<file path="config.mk">
export PLATFORM = sky130hd
export DESIGN_NAME = count_seq_ctrl
export DESIGN_NICKNAME = d
export VERILOG_FILES = /design/src/rtl/count_seq_pkg.sv /design/src/rtl/count_seq_ctrl_btn_debounce.sv /design/src/rtl/count_seq_ctrl.sv
export SDC_FILE = /design/constraint.sdc
export NUM_CORES = 1
export LEC_CHECK = 0
export CAP_MARGIN = 10
export CORE_MARGIN = 4
export CORE_UTILIZATION = 57
export CTS_BUF_LIST = sky130_fd_sc_hd__clkbuf_4
export DETAILED_ROUTE_END_ITERATION = 6
export PLACE_DENSITY_LB_ADDON = 0.05
export SETUP_SLACK_MARGIN = 0.4
export SLEW_MARGIN = 5
export SYNTH_ARGS = -nofsm -noshare
export SYNTH_HDL_FRONTEND = slang
export SYNTH_SLANG_ARGS = --single-unit
</file>
<file path="constraint.sdc">
create_clock -name i_clk -period 2.2 [get_ports i_clk]
set_input_delay 0.44 -clock i_clk [delete_from_list [all_inputs] [get_ports i_clk]]
set_output_delay 0.44 -clock i_clk [all_outputs]
set_load 0.03 [all_outputs]
</file>
<file path="src/rtl/count_seq_pkg.sv">
// +------------------------------------------------------------------+
// | count_seq_pkg : state and button index constants for count_seq   |
// | Rev 1.0                                                          |
// +------------------------------------------------------------------+
`default_nettype none

package count_seq_pkg;

    localparam logic [1:0] ST_IDLE  = 2'd0;
    localparam logic [1:0] ST_RUN   = 2'd1;
    localparam logic [1:0] ST_PAUSE = 2'd2;
    localparam logic [1:0] ST_DONE  = 2'd3;

    localparam int BTN_CLR = 0;
    localparam int BTN_LDH = 1;
    localparam int BTN_LDL = 2;
    localparam int BTN_SS  = 3;

endpackage

`default_nettype wire

</file>
<file path="src/rtl/count_seq_ctrl_btn_debounce.sv">
// +------------------------------------------------------------------+
// | btn_debounce : 2-FF synchroniser, debounce and press pulse       |
// | Rev 1.0                                                          |
// +------------------------------------------------------------------+
`default_nettype none

module btn_debounce #(
    parameter int DEBOUNCE_CYCLES = 500_000
) (
    input  logic clk,
    input  logic rst_n,
    input  logic din,
    output logic level,
    output logic press
);

    localparam int CW = (DEBOUNCE_CYCLES > 0) ? $clog2(DEBOUNCE_CYCLES + 1) : 1;
    localparam logic [CW-1:0] CNT_LAST = CW'(DEBOUNCE_CYCLES - 1);

    logic          sync_1;
    logic          sync_2;
    logic [CW-1:0] cnt;

    always_ff @(posedge clk or negedge rst_n) begin
        if (!rst_n) begin
            sync_1 <= 1'b0;
            sync_2 <= 1'b0;
            cnt    <= '0;
            level  <= 1'b0;
            press  <= 1'b0;
        end else begin
            sync_1 <= din;
            sync_2 <= sync_1;
            press  <= 1'b0;
            // Any sample that agrees with the accepted level restarts the run
            if (sync_2 != level) begin
                if (cnt == CNT_LAST) begin
                    cnt   <= '0;
                    level <= ~level;
                    press <= ~level;
                end else begin
                    cnt <= cnt + CW'(1);
                end
            end else begin
                cnt <= '0;
            end
        end
    end

endmodule

`default_nettype wire

</file>
<file path="src/rtl/count_seq_ctrl.sv">
// +------------------------------------------------------------------+
// | count_seq_ctrl : button-driven stopwatch/timer sequencing FSM    |
// | Rev 1.0                                                          |
// +------------------------------------------------------------------+
`default_nettype none

module count_seq_ctrl
    import count_seq_pkg::*;
#(
    parameter int TICK_DIV        = 50_000_000,
    parameter int DEBOUNCE_CYCLES = 500_000
) (
    input  logic        i_clk,
    input  logic        i_rst_n,
    input  logic [3:0]  i_Button,
    input  logic [7:0]  i_Switches,
    input  logic        i_Down,
    output logic [15:0] o_Count,
    output logic        o_Blink,
    output logic [1:0]  o_State,
    output logic        o_Dir,
    output logic        o_Expired
);

    localparam int PW = (TICK_DIV > 1) ? $clog2(TICK_DIV) : 1;
    localparam logic [PW-1:0] TICK_LAST = PW'(TICK_DIV - 1);
    localparam logic [PW-1:0] HALF      = PW'(TICK_DIV / 2);

    logic [3:0]    press;
    logic [3:0]    level;
    logic [1:0]    state;
    logic [15:0]   count;
    logic [PW-1:0] presc;
    logic          dir;
    logic          expired;
    logic          tick;
    logic          ev_clr;
    logic          ev_ss;
    logic          ev_ldh;
    logic          ev_ldl;

    genvar b;
    generate
        for (b = 0; b < 4; b++) begin : g_btn
            btn_debounce #(
                .DEBOUNCE_CYCLES(DEBOUNCE_CYCLES)
            ) u_btn (
                .clk   (i_clk),
                .rst_n (i_rst_n),
                .din   (i_Button[b]),
                .level (level[b]),
                .press (press[b])
            );
        end
    endgenerate

    // Only the highest-priority event of a cycle survives
    always_comb begin
        ev_clr = press[BTN_CLR];
        ev_ss  = press[BTN_SS]  & ~press[BTN_CLR];
        ev_ldh = press[BTN_LDH] & ~press[BTN_SS] & ~press[BTN_CLR];
        ev_ldl = press[BTN_LDL] & ~press[BTN_LDH] & ~press[BTN_SS] & ~press[BTN_CLR];
        tick   = (presc == TICK_LAST);
    end

    always_ff @(posedge i_clk or negedge i_rst_n) begin
        if (!i_rst_n) begin
            state   <= ST_IDLE;
            count   <= '0;
            presc   <= '0;
            dir     <= 1'b0;
            expired <= 1'b0;
        end else begin
            expired <= 1'b0;
            case (state)
                ST_IDLE: begin
                    if (ev_clr) begin
                        count <= '0;
                    end else if (ev_ss) begin
                        if (!(i_Down && count == 16'd0)) begin
                            dir   <= i_Down;
                            presc <= '0;
                            state <= ST_RUN;
                        end
                    end else if (ev_ldh) begin
                        count[15:8] <= i_Switches;
                    end else if (ev_ldl) begin
                        count[7:0] <= i_Switches;
                    end
                end
                ST_RUN: begin
                    if (ev_clr) begin
                        count <= '0;
                        state <= ST_IDLE;
                    end else if (ev_ss) begin
                        state <= ST_PAUSE;
                    end else begin
                        presc <= tick ? '0 : presc + PW'(1);
                        if (tick) begin
                            if (!dir) begin
                                count <= count + 16'd1;
                            end else if (count <= 16'd1) begin
                                // A zero loaded during pause expires here without underflow
                                count   <= '0;
                                state   <= ST_DONE;
                                expired <= 1'b1;
                            end else begin
                                count <= count - 16'd1;
                            end
                        end
                    end
                end
                ST_PAUSE: begin
                    if (ev_clr) begin
                        count <= '0;
                        state <= ST_IDLE;
                    end else if (ev_ss) begin
                        state <= ST_RUN;
                    end else if (ev_ldh) begin
                        count[15:8] <= i_Switches;
                    end else if (ev_ldl) begin
                        count[7:0] <= i_Switches;
                    end
                end
                ST_DONE: begin
                    count <= '0;
                    presc <= tick ? '0 : presc + PW'(1);
                    if (ev_clr || ev_ss) begin
                        state <= ST_IDLE;
                    end
                end
                default: begin
                    state <= ST_IDLE;
                end
            endcase
        end
    end

    always_comb begin
        case (state)
            ST_IDLE:  o_Blink = 1'b1;
            ST_PAUSE: o_Blink = 1'b0;
            default:  o_Blink = (presc < HALF);
        endcase
    end

    assign o_Count   = count;
    assign o_State   = state;
    assign o_Dir     = dir;
    assign o_Expired = expired;

endmodule

`default_nettype wire

</file>
After elaboration in Yosys (flattened, before gate mapping)
Cells that the tools add are included.
{"block": "word_totals", "regBits": 138, "inputBits": 15, "word_cells": 145}
{"block": "classes", "addsub": 7, "order_cmp": 2, "eq_ne": 28, "n_mux": 53, "n_bitwise": 14, "reduce_logical": 15}
{"operator": "$mux W26", "count": 6}
{"operator": "$mux W19", "count": 8}
{"operator": "$mux W16", "count": 7}
{"operator": "$pmux W26 S3", "count": 1}
{"operator": "$add A19 B1 Y19 const B", "count": 4}
{"operator": "$eq A19 B19 Y1 const B", "count": 4}
{"operator": "$pmux W16 S3", "count": 1}
{"operator": "$add A26 B1 Y26 const B", "count": 1}
{"operator": "$eq A26 B26 Y1 const B", "count": 1}
{"operator": "$lt A26 B25 Y1 const B", "count": 1}
{"operator": "$mux W8", "count": 3}
{"operator": "$mux W2", "count": 11}
{"operator": "$add A16 B1 Y16 const B", "count": 1}
{"operator": "$le A16 B1 Y1 const B", "count": 1}
{"operator": "$logic_not A16 Y1", "count": 1}
{"operator": "$sub A16 B1 Y16 const B", "count": 1}
{"operator": "$ne A3 B2 Y1 const B", "count": 5}
{"operator": "$mux W1", "count": 14}
{"operator": "$ne A2 B2 Y1 const B", "count": 6}
{"operator": "$ne A4 B3 Y1 const B", "count": 3}
{"operator": "$not A1 Y1", "count": 8}
{"operator": "$pmux W2 S4", "count": 1}
{"operator": "$reduce_and A2 Y1", "count": 4}
{"operator": "$reduce_and A4 Y1", "count": 2}
{"operator": "other kinds (14)", "count": 24}

Longest topological paths before layout
{"block": "logic_depth", "depth_word": 9, "depth_mapped": 10}

By module
A second synthesis with hierarchy kept.
{"block": "hier_totals", "cells_unflattened": 823, "area_unflattened_um2": 7806.2}
{"module": "btn_debounce (g_btn[0].u_btn ...)", "n_inst": 3, "cells_per_inst": 110, "area_each_um2": 1118.6, "seq_area_each_um2": 575.6}
{"module": "count_seq_ctrl", "n_inst": 1, "cells_per_inst": 387, "area_each_um2": 3305.7, "seq_area_each_um2": 1151.1}
{"module": "btn_debounce (g_btn[3].u_btn)", "n_inst": 1, "cells_per_inst": 106, "area_each_um2": 1144.8, "seq_area_each_um2": 575.6}

Worst setup path before layout
OpenSTA, ideal clock, no wires.
{"block": "synth_timing", "kind": "register to register", "start": "register state[1] (netlist: o_State[1])", "end": "register presc[7]", "setup_ps": 131, "t_arrival_ps": 2263, "t_required_ps": 2069, "path_slack_ps": -194, "stages_incl_launch_ff": 11, "path_buffers": 2, "synth_period_minus_slack_ps": 2394, "path_cell_list": "dfrtp_1 > inv_1 > ha_1 > clkbuf_1 > or4b_1 > nand3_1 > o31a_2 > buf_2 > o21ai_0 > nand2_1 > o31ai_1"}
{"block": "synth_between", "elab_chain_cells": 3, "elab_cells_between_ends": 11, "cone_classes": "eq/ne (7); mux (1); reduce/logical (3)"}
{"element": "from (decl)", "line": "count_seq_ctrl.sv:31", "source": "logic [1:0] state;"}
{"element": "from (signal assigned)", "line": "count_seq_ctrl.sv:68", "source": "state <= ST_IDLE;"}
{"element": "from (signal assigned)", "line": "count_seq_ctrl.sv:83", "source": "state <= ST_RUN;"}
{"element": "from (signal assigned)", "line": "count_seq_ctrl.sv:94", "source": "state <= ST_IDLE;"}
{"element": "$eq A2 B1 Y1, or another cell as far along", "line": "count_seq_ctrl.sv:75", "source": "case (state)"}
{"element": "$ne A2 B2 Y1 (no line) or $reduce_bool A3 Y1 (tied branches)"}
{"element": "$reduce_and A6 Y1 (no line)"}
{"element": "to (signal assigned)", "line": "count_seq_ctrl.sv:98", "source": "presc <= tick ? '0 : presc + PW'(1);"}
{"element": "to (signal assigned)", "line": "count_seq_ctrl.sv:127", "source": "presc <= tick ? '0 : presc + PW'(1);"}
{"element": "to (decl)", "line": "count_seq_ctrl.sv:33", "source": "logic [PW-1:0] presc;"}
Parallel ways exist; a longest one is shown, timed or not.
A chain may end at the register's enable or synchronous reset.

Worst setup path in the final report
{"block": "layout_timing", "start": "register presc[11]", "end": "output o_Blink"}
{"block": "layout_between", "elab_chain_cells": 2}
{"element": "$lt A26 B25 Y1", "line": "count_seq_ctrl.sv:143", "source": "default: o_Blink = (presc < HALF);"}
{"element": "$pmux W1 S2", "line": "count_seq_ctrl.sv:140", "source": "case (state)"}
{"element": "to (decl)", "line": "count_seq_ctrl.sv:19", "source": "output logic o_Blink,"}
Every way passes these cells.

==> metrics.cfg <==
[run_status]
status=complete, but fails checks
violations=negative setup slack

[timing]
max_freq_mhz=394.5
tightest_slew_ps=690.0
fin_ws_ps=-335.0
maxSlewHeadroom_pct=53.96
final.setup.tns_ps=-396.1
finalHoldViolations=0
drv_slew=0
rsz0062_at_grt=true
finalSetupViolCount=6
fin_crit_sh_pct=115.2
skew_ps=33.34
period_needed_ps=2535

[worst_setup_path]
cp-end-kind=output pin
path_max_fanout=4
worstSetupPathType=reg2out
crit_required_ps=1760
setup.worst_path.start_class=flop
cp_data_arrival_time_ps=2090

[clock_tree]
clock_latency_ps=570
root_buffer=clkbuf_4
tritoncts=built
cts_sinks=138
clkTransAtPathRegs_ps=140
h-tree-depth=4
clock_path_buffers=2
cts_buffers=17

[placement]
io_buffers=35
dpl.hpwl_um=11940
routabilityCongestion=0.9204

[synth]
ys_ff_latch=138
netlist.area_leader.share_pct=46.58
synth.area.top_cells=dfrtp_1 (47%), nor2_1 (6.2%), xor2_1 (4.8%)
yosysSeqAreaShare_pct=46.58
ys_types=72
synthArstFlopShare_pct=100.0
synth.avg_cell_area_um2=9.492
yosys.area.top_type=dfrtp_1
syn_nets=808
syn_inst=781
synth_ff_type=dfrtp_1
synth_area_um2=7413
synth_edf_count=0
yosysWarnings=0

[power_and_ir_drop]
power_density_nw_per_um2=441.5
finalPower_mw=4.380
p_leak_nw=4.245
irDropWorstVdd_v=0.0004711

[detailed_routing]
wirelength_um=19930
first_pass_iters=6
detail-route-antenna-nets=0
route.detailed.drc=0
wl_per_cell_um=17.95
drt_iter0_drc=674
avgViaCountPerCell=5.957
vias=6612

[global_route]
grt_pass1_wl_um=31760
grt_pass1_vias=6598
grt_max_degree=56
grt_usage_pct=26.71
antenna_found_initial=0
overflow=0

[finish]
final_nets=952
drive_gt1_share_pct=35.07
layout_commonest_cell=dfrtp_1
area_growth_pct=33.82
utilization_pct=78.30
final_cell_mix=dfrtp_1 (119), nor2_1 (96), buf_4 (81), nand2_1 (59), xor2_1 (39)
antenna_cells=0

[die]
pin_count=36
initial_utilization_pct=58.51
core_area_um2=12670
die_width_um=122.0
die-height_um=122.0
die-area_um2=14900
rows=41

[hold_path]
hold_path.class=in2reg

[run]
cap_violations=0

report_power, final:
group / internal [mW] / switching (mW)
clock: 0.579 / 1.01
sequential: 2.56 / 0.0229
combinational: 0.0885 / 0.122
total: 3.23 / 1.15
flip-flops by register name (all words and copies together) (netlist names):
name / count
presc: 26
g_btn.u_btn.sync_2: 4
o_Count: 16
o_Expired: 1
g_btn.u_btn.cnt: 76
o_State: 2
g_btn.u_btn.level: 4
g_btn.u_btn.press: 4
g_btn.u_btn.sync_1: 4
o_Dir: 1
final timing paths:
| kind | from | cells after the start | slack [ps] | to |
|---|---|---|---|---|
| max | presc[11]$_DFFE_PN0P_ | 8 | -330 | o_Blink |
| min | i_Button[1] | 1 | 310 | g_btn[1].u_btn.sync_1$_DFF_PN0_ |
| max reg2reg | o_State[0]$_DFFE_PN0P_ | 11 | -20 | presc[4]$_DFFE_PN0P_ |
| min reg2reg | g_btn[0].u_btn.sync_1$_DFF_PN0_ | 0 | 360 | g_btn[0].u_btn.sync_2$_DFF_PN0_ |
| max in group asynchronous | i_rst_n | 3 | 1230 | presc[13]$_DFFE_PN0P_ |
| min in group asynchronous | i_rst_n | 2 | 330 | g_btn[0].u_btn.cnt[6]$_DFF_PN0_ |
logic make-up (layout without fill, tap and decap cells):
family | count (synthesis) | count (layout) | synth area share (%)
and+or+nand+nor | 379 | 384 | 27.12
DFF | 138 | 138 | 46.58
AOI/OAI and AO/OA | 122 | 124 | 11.39
xor gates and xnor gates | 80 | 80 | 9.451
buffers and inverters | 44 | 194 | 2.532
adders and majority gates | 12 | 12 | 2.025
muxes | 6 | 6 | 0.8945
worst max-delay path, stage by stage, from the launching register on:
cell	delay [ps]
dfrtp_1	390
buf_6	130
nand4_1	130
a21oi_1	150
nor2_1	60
nor2_2	120
o21ai_1	70
a211o_2	330
buf_12	150
cell usage after synthesis, types with 13 or more instances:
cell,number
nor2b_1,13
xor2_1,41
nand3_1,41
nor3_1,17
nor2_1,123
nand2_1,69
and3_1,15
o31ai_1,14
xnor2_1,39
inv_1,18
o21ai_0,40
dfrtp_1,138
nand4_1,24
stage by stage:
stage / cell area, µm² / setup slack, ps / instances / hold slack (ps)
2_1_floorplan: 7631 / 128.3 / 781 / 144.4
3_3_place_gp: 8388 / 50.92 / 1005 / 332.5
3_5_place_dp: 8388 / 14.26 / 1005 / 336.3
4_1_cts: 9360 / -358.6 / 1090 / 260.8
5_1_grt: 9921 / -501.8 / 1110 / 269.3
6_report: 9921 / -335.0 / 1110 / 311.6
layout make-up:
| cell class | count | area, µm² |
|---|---|---|
| Multi-Input combinational cell | 606 | 4619 |
| Sequential cell | 138 | 3477 |
| Fill cell | 840 | 2750 |
| Timing Repair Buffer | 144 | 1280 |
| Tap cell | 172 | 215.2 |
| Clock buffer | 18 | 135.1 |
| Clock inverter | 14 | 123.9 |
| Inverter | 18 | 70.07 |
metal layers:
| metal | GRT usage, % | vias up | routed length (µm) |
|---|---|---|---|
| met4 | 11.06 | 0 | 629 |
| met5 | 0 | - | 0 |
| met2 | 44.58 | 235 | 10060 |
| met3 | 5.525 | 68 | 1007 |
| met1 | 34.01 | 3240 | 8235 |
| li1 | - | 3069 | - |
what timing repair did:
item	CTS	global route
endpoints found under the hold margin	33	0
setup buffers	47	17
endpoints found under the setup margin	122	128
pin swaps	39	49
gates resized for setup	194	104
hold buffers	1	0
gates cloned	5	3
(Power assumes the default switching activity.)
